[config.mk]
export PLATFORM = sky130hd
export DESIGN_NAME = ring_output_arbiter
export DESIGN_NICKNAME = d
export VERILOG_FILES = /design/src/rtl/ring_output_arbiter.sv
export SDC_FILE = /design/constraint.sdc
export NUM_CORES = 1
export LEC_CHECK = 0
export BUFFER_PORTS_ARGS = -buffer_cell sky130_fd_sc_hd__buf_2
export CORE_ASPECT_RATIO = 0.75
export CORE_MARGIN = 2
export CORE_UTILIZATION = 50
export DETAILED_ROUTE_END_ITERATION = 12
export PLACE_DENSITY = 0.76
export REMOVE_ABC_BUFFERS = 1
export SYNTH_ARGS = -nofsm -noshare
export SYNTH_HDL_FRONTEND = slang
export SYNTH_SLANG_ARGS = --single-unit
[constraint.sdc]
create_clock -name clk -period 2.5 [get_ports clk]
set_clock_uncertainty 0.1 [all_clocks]
set_input_delay 0.25 -clock clk [delete_from_list [all_inputs] [get_ports clk]]
set_output_delay 0.25 -clock clk [all_outputs]
set_load 0.05 [all_outputs]
[src/rtl/ring_output_arbiter.sv]
// Round-robin arbiter sharing one router output among four requesters, each with a one-flit holding buffer.
// Define ARB_POLARITY_EN to forward only flits whose VC bit (DW-1) matches the current cycle polarity.
module ring_output_arbiter #(
  parameter int NREQ = 4,
  parameter int DW   = 64
) (
  input  logic                clk,
  input  logic                reset,
  input  logic [NREQ-1:0]     req_si,
  input  logic [NREQ*DW-1:0]  req_di,
  output logic [NREQ-1:0]     req_ri,
  input  logic                out_ro,
  output logic                out_so,
  output logic [DW-1:0]       out_do,
  output logic [1:0]          grant_idx,
  output logic                polarity_out
);

  logic [NREQ-1:0] full_q, full_d;
  logic [DW-1:0]   buf_q [NREQ];
  logic [DW-1:0]   buf_d [NREQ];
  logic [1:0]      rr_q, rr_d;
  logic            out_so_q, out_so_d;
  logic [DW-1:0]   out_do_q, out_do_d;
  logic [1:0]      grant_idx_q, grant_idx_d;
  logic            polarity_q, polarity_d;

  logic [NREQ-1:0] elig;
  logic            win_found;
  logic [1:0]      win_idx;
  logic [1:0]      scan_idx;
  logic            grant_fire;

  always_comb begin
    for (int i = 0; i < NREQ; i++) begin
`ifdef ARB_POLARITY_EN
      elig[i] = full_q[i] && (buf_q[i][DW-1] == polarity_q);
`else
      elig[i] = full_q[i];
`endif
    end
  end

  // First eligible requester scanning from the round-robin pointer upward.
  always_comb begin
    win_found = 1'b0;
    win_idx   = 2'd0;
    scan_idx  = 2'd0;
    for (int k = 0; k < NREQ; k++) begin
      scan_idx = rr_q + 2'(k);
      if (!win_found && elig[scan_idx]) begin
        win_found = 1'b1;
        win_idx   = scan_idx;
      end
    end
  end

  assign grant_fire = out_ro && win_found;

  always_comb begin
    for (int i = 0; i < NREQ; i++) begin
      full_d[i] = full_q[i];
      buf_d[i]  = buf_q[i];
      if (req_si[i] && !full_q[i]) begin
        full_d[i] = 1'b1;
        buf_d[i]  = req_di[i*DW +: DW];
      end
      // A granted buffer was full, so a same-edge strobe is never loaded above.
      if (grant_fire && (win_idx == 2'(i))) begin
        full_d[i] = 1'b0;
      end
    end
  end

  always_comb begin
    rr_d        = rr_q;
    out_so_d    = 1'b0;
    out_do_d    = '0;
    grant_idx_d = grant_idx_q;
    if (grant_fire) begin
      rr_d        = win_idx + 2'd1;
      out_so_d    = 1'b1;
      out_do_d    = buf_q[win_idx];
      grant_idx_d = win_idx;
    end
    polarity_d = ~polarity_q;
  end

  always_ff @(posedge clk or negedge reset) begin
    if (!reset) begin
      full_q      <= '0;
      for (int i = 0; i < NREQ; i++) buf_q[i] <= '0;
      rr_q        <= 2'd0;
      out_so_q    <= 1'b0;
      out_do_q    <= '0;
      grant_idx_q <= 2'd0;
      polarity_q  <= 1'b0;
    end else begin
      full_q      <= full_d;
      for (int i = 0; i < NREQ; i++) buf_q[i] <= buf_d[i];
      rr_q        <= rr_d;
      out_so_q    <= out_so_d;
      out_do_q    <= out_do_d;
      grant_idx_q <= grant_idx_d;
      polarity_q  <= polarity_d;
    end
  end

  assign req_ri       = ~full_q;
  assign out_so       = out_so_q;
  assign out_do       = out_do_q;
  assign grant_idx    = grant_idx_q;
  assign polarity_out = polarity_q;

endmodule

# [Word level (Yosys, flattened, before mapping)]
# Cells that the tools add are included.
# W data, S select, Z words.
[totals] in_bits=263 out_inout_bits=72 regBits=330 wordCells=81
[op_classes] magnitude_cmp=5 n_mux=29 bitwise_logic=3 eq_ne=3 addsub=4 reduce_logical=24
[op_table] operator="$mux W64" count=3
[op_table] operator="$bmux W64 S2" count=1
[op_table] operator="$mux W1" count=17
[op_table] operator="$logic_and A1 B1 Y1" count=12
[op_table] operator="$lt A2 B3 Y1 const B" count=4
[op_table] operator="$bmux W1 S2" count=4
[op_table] operator="$mux W2" count=4
[op_table] operator="$reduce_bool A2 Y1" count=4
[op_table] operator="$logic_not A1 Y1" count=7
[op_table] operator="$add A2 B1 Y2 const B" count=2
[op_table] operator="$add A2 B2 Y2 const B" count=2
[op_table] operator="$eq A2 B2 Y1 const B" count=2
[op_table] operator="$not A4 Y4" count=1
[op_table] operator="$ge A3 B3 Y1 const B" count=1
[op_table] operator="$not A2 Y3" count=1
[op_table] operator="$eq A2 B1 Y1 const B" count=1
[op_table] operator="$logic_not A2 Y1" count=1
[op_table] operator="$not A1 Y1" count=1

# [Depth between registers and ports, before layout]
# Gate-level depths: netlist of the first run.
[depth] ltp_word=17 depth_mapped=8 depth_no_buf=6

# [Worst setup path after synthesis of the first run]
# Ideal clock, no wire load.
[synth_path] kind="reg-to-reg" startpoint="reg full_q[3] (netlist: elig[3])" endpoint="reg out_do_q[36] (netlist: out_do[36])" setup_time_ns=0.135 stages_incl_launch_ff=8 arrival_time_ns=1.790 path_buffers=2 required_ns=2.265 setup_slack_ns=0.476 synth_period_minus_slack_ns=2.024 path_cell_list="dfrtp_1 inv_1 a2bb2oi_1 a31oi_4 buf_6 buf_6 mux2i_1 o22ai_1"
[synth_between] elab_chain_len=17 elab_cells_between_ends=28 cone_classes="mux (20); bitwise (1); reduce/logical (7)"
[synth_rtl] item="start, declared" line_no="19" rtl="logic [NREQ-1:0] full_q, full_d;"
[synth_rtl] item="start signal, assigned" line_no="99" rtl="full_q <= full_d;"
[synth_rtl] item="$bmux W1 S2" line_no="51" rtl="if (!win_found && elig[scan_idx]) begin"
[synth_rtl] item="$mux W1 (implied by the code)" line_no="51"
[synth_rtl] item="$mux W1" line_no="51"
[synth_rtl] item="$logic_not A1 Y1" line_no="51"
[synth_rtl] item="$logic_and A1 B1 Y1" line_no="51"
[synth_rtl] item="$mux W1" line_no="51"
[synth_rtl] item="$logic_not A1 Y1" line_no="51"
[synth_rtl] item="$logic_and A1 B1 Y1" line_no="51"
[synth_rtl] item="$mux W1" line_no="51"
[synth_rtl] item="$logic_not A1 Y1" line_no="51"
[synth_rtl] item="$logic_and A1 B1 Y1" line_no="51"
[synth_rtl] item="$mux W2" line_no="51"
[synth_rtl] item="$not A2 Y3 (implied by the code)" line_no="83" rtl="out_do_d = buf_q[win_idx];"
[synth_rtl] item="$bmux W64 S2" line_no="83"
[synth_rtl] item="$mux W64 (implied by the code) (2 in series)" line_no="83"
[synth_rtl] item="$mux W64 *" line_no="80" rtl="if (grant_fire) begin"
[synth_rtl] item="named net out_do_d[36]" line_no="24" rtl="logic [DW-1:0] out_do_q, out_do_d;"
[synth_rtl] item="end signal, assigned" line_no="103" rtl="out_do_q <= out_do_d;"
[synth_rtl] item="end, declared" line_no="24"
# Mark *: on every way through the listed nets, which the timed path passes. The rest lies on a longest branch. The select of a mux whose other input is x is not followed.
# A chain may end at the register's enable or synchronous reset.

# [Final worst setup path of the first run]
[layout_path] startpoint="reg full_q[0] (netlist: elig[0])" endpoint="reg out_do_q[33] (netlist: out_do[33])"
# Same word-level chain as after synthesis.

==> run summary, run 1 <==
Crit Path Class: flop to flop
CTS Buf Count: 31
DRT Pass-1 Iters: 5
Crit path from: elig[0]
Worst r2r path cells: 6
Most frequent cells in the layout: buf_2, dfrtp_1, dlygate4sd3_1
Site Rows: 51
CP Capture Type: flop
Register area share after synthesis: 62.1%
TritonCTS clock tree: yes
Hold Fails Final Rpt: 0
Syn Inst Count: 891
First-pass GRT wire length: 64.8 mm
Via-to-Cell Ratio: 5.63
Final worst path period share: 91.9%
Synthesized flop and latch total: 330
Worst Tran Pin Value: 0.552 ns
Critical path cell sequence: nor2b_2 > nor4_2 > a31oi_4 > buf_12 > mux2i_1 > o22ai_1
RSZ-0062 raised after global routing: false
VDD IR max: 0.874 mV
Drt drc: 0
Synth warnings: 0
Final core utilization: 73.6%
Clock-pin slew on the worst setup and hold paths: 0.07 ns
Setup ws final: 0.201 ns
Antenna-violating nets left: 0
Fraction of layout cells with a size suffix above 1: 45.0%
PwrDens: 1240 nW/um2
Vias: 10400
Worst-case headroom to the max-slew limit: 63.1%
Setup violators final: 0
DR iter-0 viols: 523
Mean Syn Cell Area: 14.9 um2
# nets final: 1743
Gr ovfl total: 0
Largest net degree at the start of global routing: 74
Library cells used by synthesis: 31
Min Clock Period, post-route: 2.30 ns
Final RePlAce weighted congestion: 0.841
Die area: 27900 um2
Die extent in x: 192 um
Slew Viols, Final: 0
Core footprint: 26000 um2
Starting Density: 51.1%
Class of the worst hold path: input port to asynchronous set/reset pin
Critical Path AT: 2.62 ns
Antenna violations before repair: 8
DP Worst Slack: 0.330 ns
Clock Path Buffers: 3
Worst-Skew Late Latency: 0.55 ns
I/O Buffers: 334
Critical Path Fanout Max: 42
Avg WL per Cell: 22.8 um
Slowest cell on crit path: dfrtp_1
Root Buffer: clkbuf_16
Resized Gates After CTS: 0
GRT Util Overall: 30.2%
Status: finished clean
Final wirelength: 42.3 mm
Sink Count: 330
Crit start category: flop
Max Clk Rate: 0.435 GHz
Vias in the first global route: 11600
Area Overhead vs Synth: 44.2%
R2r startpoint: elig[0]
Static leakage: 8.86 nW
CP required: 2.82 ns
DP HPWL: 23.0 mm
Commonest non-fill, non-tap cell in the layout: buf_2
IO Count: 335
Die span in y: 145 um
Slowest stage delay, CP: 0.57 ns
Post-Syn Area: 13300 um2
Max-cap violation count: 0
Maximum level of the CTS H-tree: 1
-- cells in the mapped netlist, drive strengths merged --
cell	number	area, um2
dfrtp	330	8260
mux2	256	2880
a22oi	64	480
mux2i	64	641
o22ai	64	400
buf	47	257
clkbuf	18	67.6
inv	8	30.0
a21oi	6	30.0
nor2	6	22.5
nor2b	6	40.0
a21o	3	22.5
nand2	3	11.3
nand2b	2	12.5
o22a	2	17.5
a211oi	1	7.51
a22o	1	8.76
a2bb2oi	1	8.76
a31oi	1	21.3
and3	1	6.26
nor3	1	5.00
nor3b	1	7.51
nor4	1	12.5
o21ai	1	5.00
o21bai	1	7.51
o221ai	1	8.76
o31ai	1	21.3
-- layer usage --
layer  track usage (%)  routed length (um)  share of wire [%]
met5                 0                  11              0.026
met4              11.0                1630                3.9
met3              7.86                3650                8.6
met2              49.9               20400                 48
met1              38.2               16500                 39
-- logic make-up after synthesis --
family	count (synthesis)	share of synthesized area [%]
multiplexers	320	26.5
flip-flops	330	62.1
AND/OR/NAND/NOR	21	0.885
buffers and inverters	73	2.66
AO/OA/AOI/OAI	147	7.82
-- sequential cells by signal, summed over array words and instances, names as in the netlist --
register,cells
out_do,64
grant_idx,2
rr_q,2
out_so,1
elig,4
polarity_out,1
buf_q,256
-- worst max-delay path, delay by kind of cell (launching register included) --
kind / cells / cell delay, ns
compound gates: 2 / 0.37
buf+inv: 1 / 0.36
simple gates: 2 / 0.41
mux: 1 / 0.34
flops: 1 / 0.57
-- worst paths after layout --
path	to	slack, ns
max	out_do[33]	0.20
min	buf_q[219]	0.10
max reg2reg	out_do[33]	0.20
min reg2reg	polarity_out	0.33
max in group asynchronous	buf_q[52]	1.33
min in group clk	polarity_out	0.33
-- area by class of cell --
class	count	area [um2]
fillers	1600	6870
clock inverters	13	174
inverters	8	30.0
multi-input cells	488	4720
repair buffers	621	4700
flip-flops and latches	330	8260
clock buffers	41	833
diodes	8	20.0
well taps	344	430
-- per-stage QoR --
stage / setup TNS (ns) / cell area [um2] / hold slack [ns] / instances / total power, mW
floorplan: -549.87 / 13000 / -0.146 / 826 / 15.5
CTS: 0 / 19100 / 0.0925 / 1845 / 23.4
global route: 0 / 19200 / 0.134 / 1851 / 24.8
finish: 0 / 19200 / 0.105 / 1853 / 23.7
detailed placement: 0 / 15500 / 0.0840 / 1529 / 18.3
global placement: 0 / 15500 / 0.0967 / 1529 / 17.9
-- repair_timing --
item / 4_1_cts / 5_1_grt
buffers inserted: 0 / 0
hold buffers: 262 / 0
hold endpoints to repair: 557 / 0
-- where the power goes --
| part | switching [mW] | internal (mW) |
|---|---|---|
| sequential | 1.47 | 7.89 |
| combinational | 5.18 | 4.40 |
| clock | 2.02 | 2.74 |
| total | 8.67 | 15.0 |
Power figures use the tool's default switching activity.
==> run 2, diff against run 1 <==
--- a/config.mk
+++ b/config.mk
@@ -10,7 +10,7 @@
 export CORE_MARGIN = 2
 export CORE_UTILIZATION = 50
 export DETAILED_ROUTE_END_ITERATION = 12
-export PLACE_DENSITY = 0.76
+export PLACE_DENSITY = 0.77
 export REMOVE_ABC_BUFFERS = 1
 export SYNTH_ARGS = -nofsm -noshare
 export SYNTH_HDL_FRONTEND = slang
==> run summary, run 2 (synthesis results as in run 1) <==
Commonest non-fill, non-tap cell in the layout: buf_2 (unchanged)
Final wirelength: 41.9 mm (was 42.3 mm)
Fraction of layout cells with a size suffix above 1: 45.3% (was 45.0%)
Final core utilization: 73.3% (was 73.6%)
Area Overhead vs Synth: 43.6% (was 44.2%)
Hold Fails Final Rpt: 0 (unchanged)
Slowest cell on crit path: dfrtp_1 (unchanged)
Sink Count: 330 (unchanged)
Total area of sequential cells: 8260 um2 (unchanged)
DR iter-0 viols: 672 (was 523)
Critical Path AT: 2.55 ns (was 2.62 ns)
I/O Buffers: 334 (unchanged)
Final Power: 23.6 mW (was 23.7 mW)
Die area: 27900 um2 (unchanged)
PwrDens: 1230 nW/um2 (was 1240 nW/um2)
Worst Tran Pin Value: 0.621 ns (was 0.552 ns)
Setup ws final: 0.305 ns (was 0.201 ns)
First-pass GRT wire length: 65.4 mm (was 64.8 mm)
Crit start category: flop (unchanged)
Antenna-violating nets left: 0 (unchanged)
Static leakage: 8.85 nW (was 8.86 nW)
Met3 wire len: 3.78 mm (was 3.65 mm)
DP Worst Slack: 0.444 ns (was 0.330 ns)
Crit Path Class: flop to flop (unchanged)
Die extent in x: 192 um (unchanged)
Met2 routed WL: 20.1 mm (was 20.4 mm)
Worst-case headroom to the max-slew limit: 58.6% (was 63.1%)
TritonCTS clock tree: yes (unchanged)
Crit path from: rr_q[1] (was elig[0])
# nets final: 1746 (was 1743)
Critical Path Fanout Max: 23 (was 42)
Antenna violations before repair: 2 (was 8)
Core footprint: 26000 um2 (unchanged)
Critical path cell sequence: nand2b_1 > o221ai_1 > and3_2 > buf_4 > a22oi_1 > o22ai_1 (was nor2b_2 > nor4_2 > a31oi_4 > buf_12 > mux2i_1 > o22ai_1)
Min Clock Period, post-route: 2.19 ns (was 2.30 ns)
Fillers: 1554 (was 1600)
VDD IR max: 1.17 mV (was 0.874 mV)
Most frequent cells in the layout: buf_2, dfrtp_1, dlygate4sd3_1 (unchanged)
Top Layer Used: met4 (was met5)
Site Rows: 51 (unchanged)
WHS: 0.153 ns (was 0.105 ns)
Largest register FFs: 256 (unchanged)
FF-to-FF setup slack: 0.31 ns (was 0.20 ns)
Class of the worst hold path: input port to asynchronous set/reset pin (unchanged)
Setup violators final: 0 (unchanged)
Avg WL per Cell: 22.6 um (was 22.8 um)
Resized Gates After CTS: 0 (unchanged)
Slew Viols, Final: 0 (unchanged)
Clock-pin slew on the worst setup and hold paths: 0.07 ns (about the same)
Gr ovfl total: 0 (unchanged)
Fin cells: 1853 (unchanged)
Drt drc: 0 (unchanged)
RSZ-0062 raised after global routing: false (unchanged)
CP required: 2.86 ns (was 2.82 ns)
Maximum level of the CTS H-tree: 1 (unchanged)
Slowest stage delay, CP: 0.55 ns (was 0.57 ns)
Crit path max-delay family: flip-flops (unchanged)
Final instance area: 19100 um2 (was 19200 um2)
Final RePlAce weighted congestion: 0.861 (was 0.841)
Area of the multi-input gates: 4720 um2 (unchanged)
Max-cap violation count: 0 (unchanged)
Clock Path Buffers: 3 (unchanged)
DRT Pass-1 Iters: 5 (unchanged)
CP Capture Type: flop (unchanged)
Largest net degree at the start of global routing: 70 (was 74)
Final worst path period share: 87.8% (was 91.9%)
Worst-Skew Late Latency: 0.56 ns (was 0.55 ns)
Max Clk Rate: 0.456 GHz (was 0.435 GHz)
Starting Density: 51.1% (unchanged)
Vias: 10400 (about the same)
Root Buffer: clkbuf_16 (unchanged)
Post-DP Area: 15500 um2 (about the same)
Biggest register: buf_q (unchanged)
Die span in y: 145 um (unchanged)
Met1 wire length: 16.2 mm (was 16.5 mm)
Worst path bufs/invs: 1 (unchanged)
DP HPWL: 23.5 mm (was 23.0 mm)
Status: finished clean (unchanged)
Placed Cells: 1532 (was 1529)
CTS Buf Count: 31 (unchanged)
IO Count: 335 (unchanged)
Vias in the first global route: 11900 (was 11600)
Setup TNS: 0 ns (unchanged)
R2r startpoint: rr_q[1] (was elig[0])
Via-to-Cell Ratio: 5.63 (about the same)
GRT Util Overall: 30.2% (about the same)
-- run 2: cell types whose count changed in the layout (fill, tap and decap cells not counted) --
cell and change:
clkbuf_1 -2, buf_12 -6, clkbuf_8 +2, inv_6 +1
buf_4 +9, diode_2 -5, clkinv_2 +4, clkinv_4 -1
bufinv_16 -2
-- run 2: worst register-to-register path, delay by kind of cell, from the launching register on --
kind            cells  cell delay, ns
simple gates        2            0.54
compound gates      3            0.50
buf+inv             1            0.40
flops               1            0.55
-- run 2: final cells by class --
cell class / count / share of cell area [%]
Clock inverter: 15 / 0.701
Antenna cell: 3 / 0.0393
Sequential cell: 330 / 43.3
Multi-Input combinational cell: 488 / 24.7
Tap cell: 344 / 2.26
Inverter: 8 / 0.157
Timing Repair Buffer: 624 / 24.4
Clock buffer: 41 / 4.47
-- run 2: layer usage --
layer  track usage, %  vias to the layer above
met5                0                        -
met4             12.8                        0
met3             8.10                      135
met2             49.7                      566
met1             37.6                     5263
li1                 -                     4475
-- run 2: path summary, 6_finish.rpt --
check / cells after the start / to
max in group asynchronous: 3 / out_do[24]
max: 6 / out_do[2]
max reg2reg: 6 / out_do[2]
min in group clk: 3 / buf_q[193]
min: 2 / buf_q[34]
min reg2reg: 1 / polarity_out
-- run 2: power breakdown --
| group | internal [mW] | leakage, nW | total, mW | switching [mW] |
|---|---|---|---|---|
| Clock | 2.60 | 0.490 | 4.68 | 2.08 |
| Sequential | 7.89 | 3.99 | 9.35 | 1.46 |
| Combinational | 4.36 | 4.37 | 9.53 | 5.17 |
| Total | 14.8 | 8.85 | 23.6 | 8.72 |
-- run 2: what timing repair did --
item	CTS	global route
setup endpoints to repair	0	0
endpoints found under the hold margin	376	0
hold buffers	262	0
setup buffers	0	0
==> run 3, diff against run 2 <==
--- a/config.mk
+++ b/config.mk
@@ -6,9 +6,9 @@
 export NUM_CORES = 1
 export LEC_CHECK = 0
 export BUFFER_PORTS_ARGS = -buffer_cell sky130_fd_sc_hd__buf_2
-export CORE_ASPECT_RATIO = 0.75
-export CORE_MARGIN = 2
+export CORE_ASPECT_RATIO = 1.5
 export CORE_UTILIZATION = 50
+export CTS_CLUSTER_DIAMETER = 100
 export DETAILED_ROUTE_END_ITERATION = 12
 export PLACE_DENSITY = 0.77
 export REMOVE_ABC_BUFFERS = 1
==> run summary, run 3 (synthesis results as in run 1) <==
Final instance area: 19100 um2 (about the same)
Final wirelength: 42.8 mm (was 41.9 mm)
Die span in y: 202 um (was 145 um)
Commonest non-fill, non-tap cell in the layout: buf_2 (unchanged)
Drt drc: 0 (unchanged)
Final RePlAce weighted congestion: 0.837 (was 0.861)
Via-to-Cell Ratio: 5.67 (was 5.63)
WHS: 0.195 ns (was 0.153 ns)
Crit path capture: out_do[18] (was out_do[2])
# nets final: 1746 (unchanged)
Gr ovfl total: 0 (unchanged)
Die extent in x: 135 um (was 192 um)
Largest register FFs: 256 (unchanged)
Area of the multi-input gates: 4720 um2 (unchanged)
IO Count: 335 (unchanged)
Total area of sequential cells: 8260 um2 (unchanged)
Vias: 10500 (was 10400)
Largest net degree at the start of global routing: 81 (was 70)
Critical Path AT: 2.59 ns (was 2.55 ns)
DP HPWL: 22.6 mm (was 23.5 mm)
Crit start category: flop (unchanged)
Antenna violations before repair: 11 (was 2)
Class of the worst hold path: input port to asynchronous set/reset pin (unchanged)
Root Buffer: clkbuf_16 (unchanged)
Setup violators final: 0 (unchanged)
Post-CTS setup repair buffer count: 0 (unchanged)
I/O Buffers: 334 (unchanged)
GRT Util Overall: 31.8% (was 30.2%)
DRT Pass-1 Iters: 5 (unchanged)
Worst r2r path cells: 6 (unchanged)
DR iter-0 viols: 597 (was 672)
Sequential power share: 39.7% (about the same)
Post-DP Area: 15500 um2 (about the same)
Most frequent cells in the layout: buf_2, dfrtp_1, dlygate4sd3_1 (unchanged)
FF-to-FF setup slack: 0.23 ns (was 0.31 ns)
R2r startpoint: elig[0] (was rr_q[1])
Vias in the first global route: 12000 (was 11900)
Site Rows: 72 (was 51)
Maximum level of the CTS H-tree: 1 (unchanged)
Crit path from: elig[0] (was rr_q[1])
Max-cap violation count: 0 (unchanged)
Clock-pin slew on the worst setup and hold paths: 0.07 ns (about the same)
Area Overhead vs Synth: 44.1% (was 43.6%)
Hold Fails Final Rpt: 0 (unchanged)
VDD IR max: 1.27 mV (was 1.17 mV)
Max Clk Rate: 0.441 GHz (was 0.456 GHz)
PwrDens: 1230 nW/um2 (about the same)
Slew Viols, Final: 0 (unchanged)
CTS Buf Count: 30 (was 31)
Clock power share: 19.8% (was 19.9%)
CP Capture Type: flop (unchanged)
Final core utilization: 73.8% (was 73.3%)
RSZ-0062 raised after global routing: false (unchanged)
TritonCTS clock tree: yes (unchanged)
Worst Tran Pin Value: 0.689 ns (was 0.621 ns)
Worst-case headroom to the max-slew limit: 54.1% (was 58.6%)
Antenna-violating nets left: 0 (unchanged)
Worst-Skew Late Latency: 0.57 ns (was 0.56 ns)
Placed Cells: 1522 (was 1532)
FF-to-FF End: out_do[18] (was out_do[2])
First-pass GRT wire length: 65.4 mm (about the same)
Logic gate share of total power: 40.5% (about the same)
Final worst path period share: 90.7% (was 87.8%)
Sink Count: 330 (unchanged)
Fin cells: 1852 (was 1853)
Clock Path Buffers: 3 (unchanged)
Fillers: 1563 (was 1554)
Core footprint: 25900 um2 (was 26000 um2)
Biggest register: buf_q (unchanged)
Die area: 27300 um2 (was 27900 um2)
Internal Dissipation: 14.9 mW (was 14.8 mW)
Static leakage: 8.86 nW (was 8.85 nW)
Sw Share: 37.0% (about the same)
Avg WL per Cell: 23.1 um (was 22.6 um)
CP required: 2.82 ns (was 2.86 ns)
Critical Path Fanout Max: 44 (was 23)
Fraction of layout cells with a size suffix above 1: 45.3% (unchanged)
Crit Path Class: flop to flop (unchanged)
Starting Density: 51.2% (was 51.1%)
Status: finished clean (unchanged)
Min Clock Period, post-route: 2.27 ns (was 2.19 ns)
P_sw: 8.72 mW (about the same)
[run 3: cell count changes in the layout (fill, tap and decap cells not counted)]
cell        previous run  this run
clkbuf_8               4         8
inv_6                  1         0
diode_2                3        13
clkinv_2              10         5
buf_4                 17        15
clkinvlp_4             2         3
bufinv_16              2         1
buf_12                11        14
clkinv_4               0         1
[run 3: worst min-delay path by stage]
stage,to,slack [ns],cells past startpoint
2_1_floorplan,buf_q[0],-0.15,0
3_3_place_gp,buf_q[230],0.19,1
3_5_place_dp,buf_q[230],0.21,1
4_1_cts,buf_q[230],0.19,2
5_1_grt,buf_q[230],0.24,2
6_report,buf_q[230],0.20,2
[run 3: what timing repair did]
action / in CTS / in global routing
hold buffers: 262 / 0
resized for setup: 0 / 0
hold endpoints to repair: 331 / 0
[run 3: cell type report]
type | count | share of cell area (%)
inverters | 8 | 0.157
multi-input cells | 488 | 24.6
clock buffers | 45 | 4.74
flip-flops and latches | 330 | 43.1
repair buffers | 625 | 24.5
diodes | 13 | 0.170
clock inverters | 10 | 0.451
well taps | 333 | 2.18
[run 3: metal layers]
layer | global-route usage [%] | part of all wire (%) | vias up
met1 | 34.1 | 35 | 5313
met3 | 5.39 | 5.7 | 185
li1 | - | - | 4482
met5 | 0 | 0 | -
met4 | 22.1 | 6.7 | 0
met2 | 56.0 | 53 | 522
[run 3: critical path: stages (launching register included)]
cell     delay (ns)
dfrtp_1        0.55
nor2b_2        0.30
nor4_2         0.09
a31oi_4        0.23
buf_12         0.37
mux2i_1        0.30
o22ai_1        0.16
[run 3: power groups by stage]
stage	logic (mW)	registers, mW	clock network [mW]
detailed placement	8.89	9.26	0
floorplan	5.46	10.1	0
CTS	9.26	9.18	4.69
global placement	8.62	9.13	0
global route	10.1	9.62	4.92
finish	9.54	9.36	4.67
[run 3: per-stage QoR]
stage	setup WS [ns]	power (mW)	setup TNS (ns)
3_5_place_dp	0.330	18.1	0
4_1_cts	0.322	23.1	0
2_1_floorplan	-2.65	15.5	-549.87
3_3_place_gp	0.464	17.7	0
6_report	0.232	23.6	0
5_1_grt	0.164	24.6	0
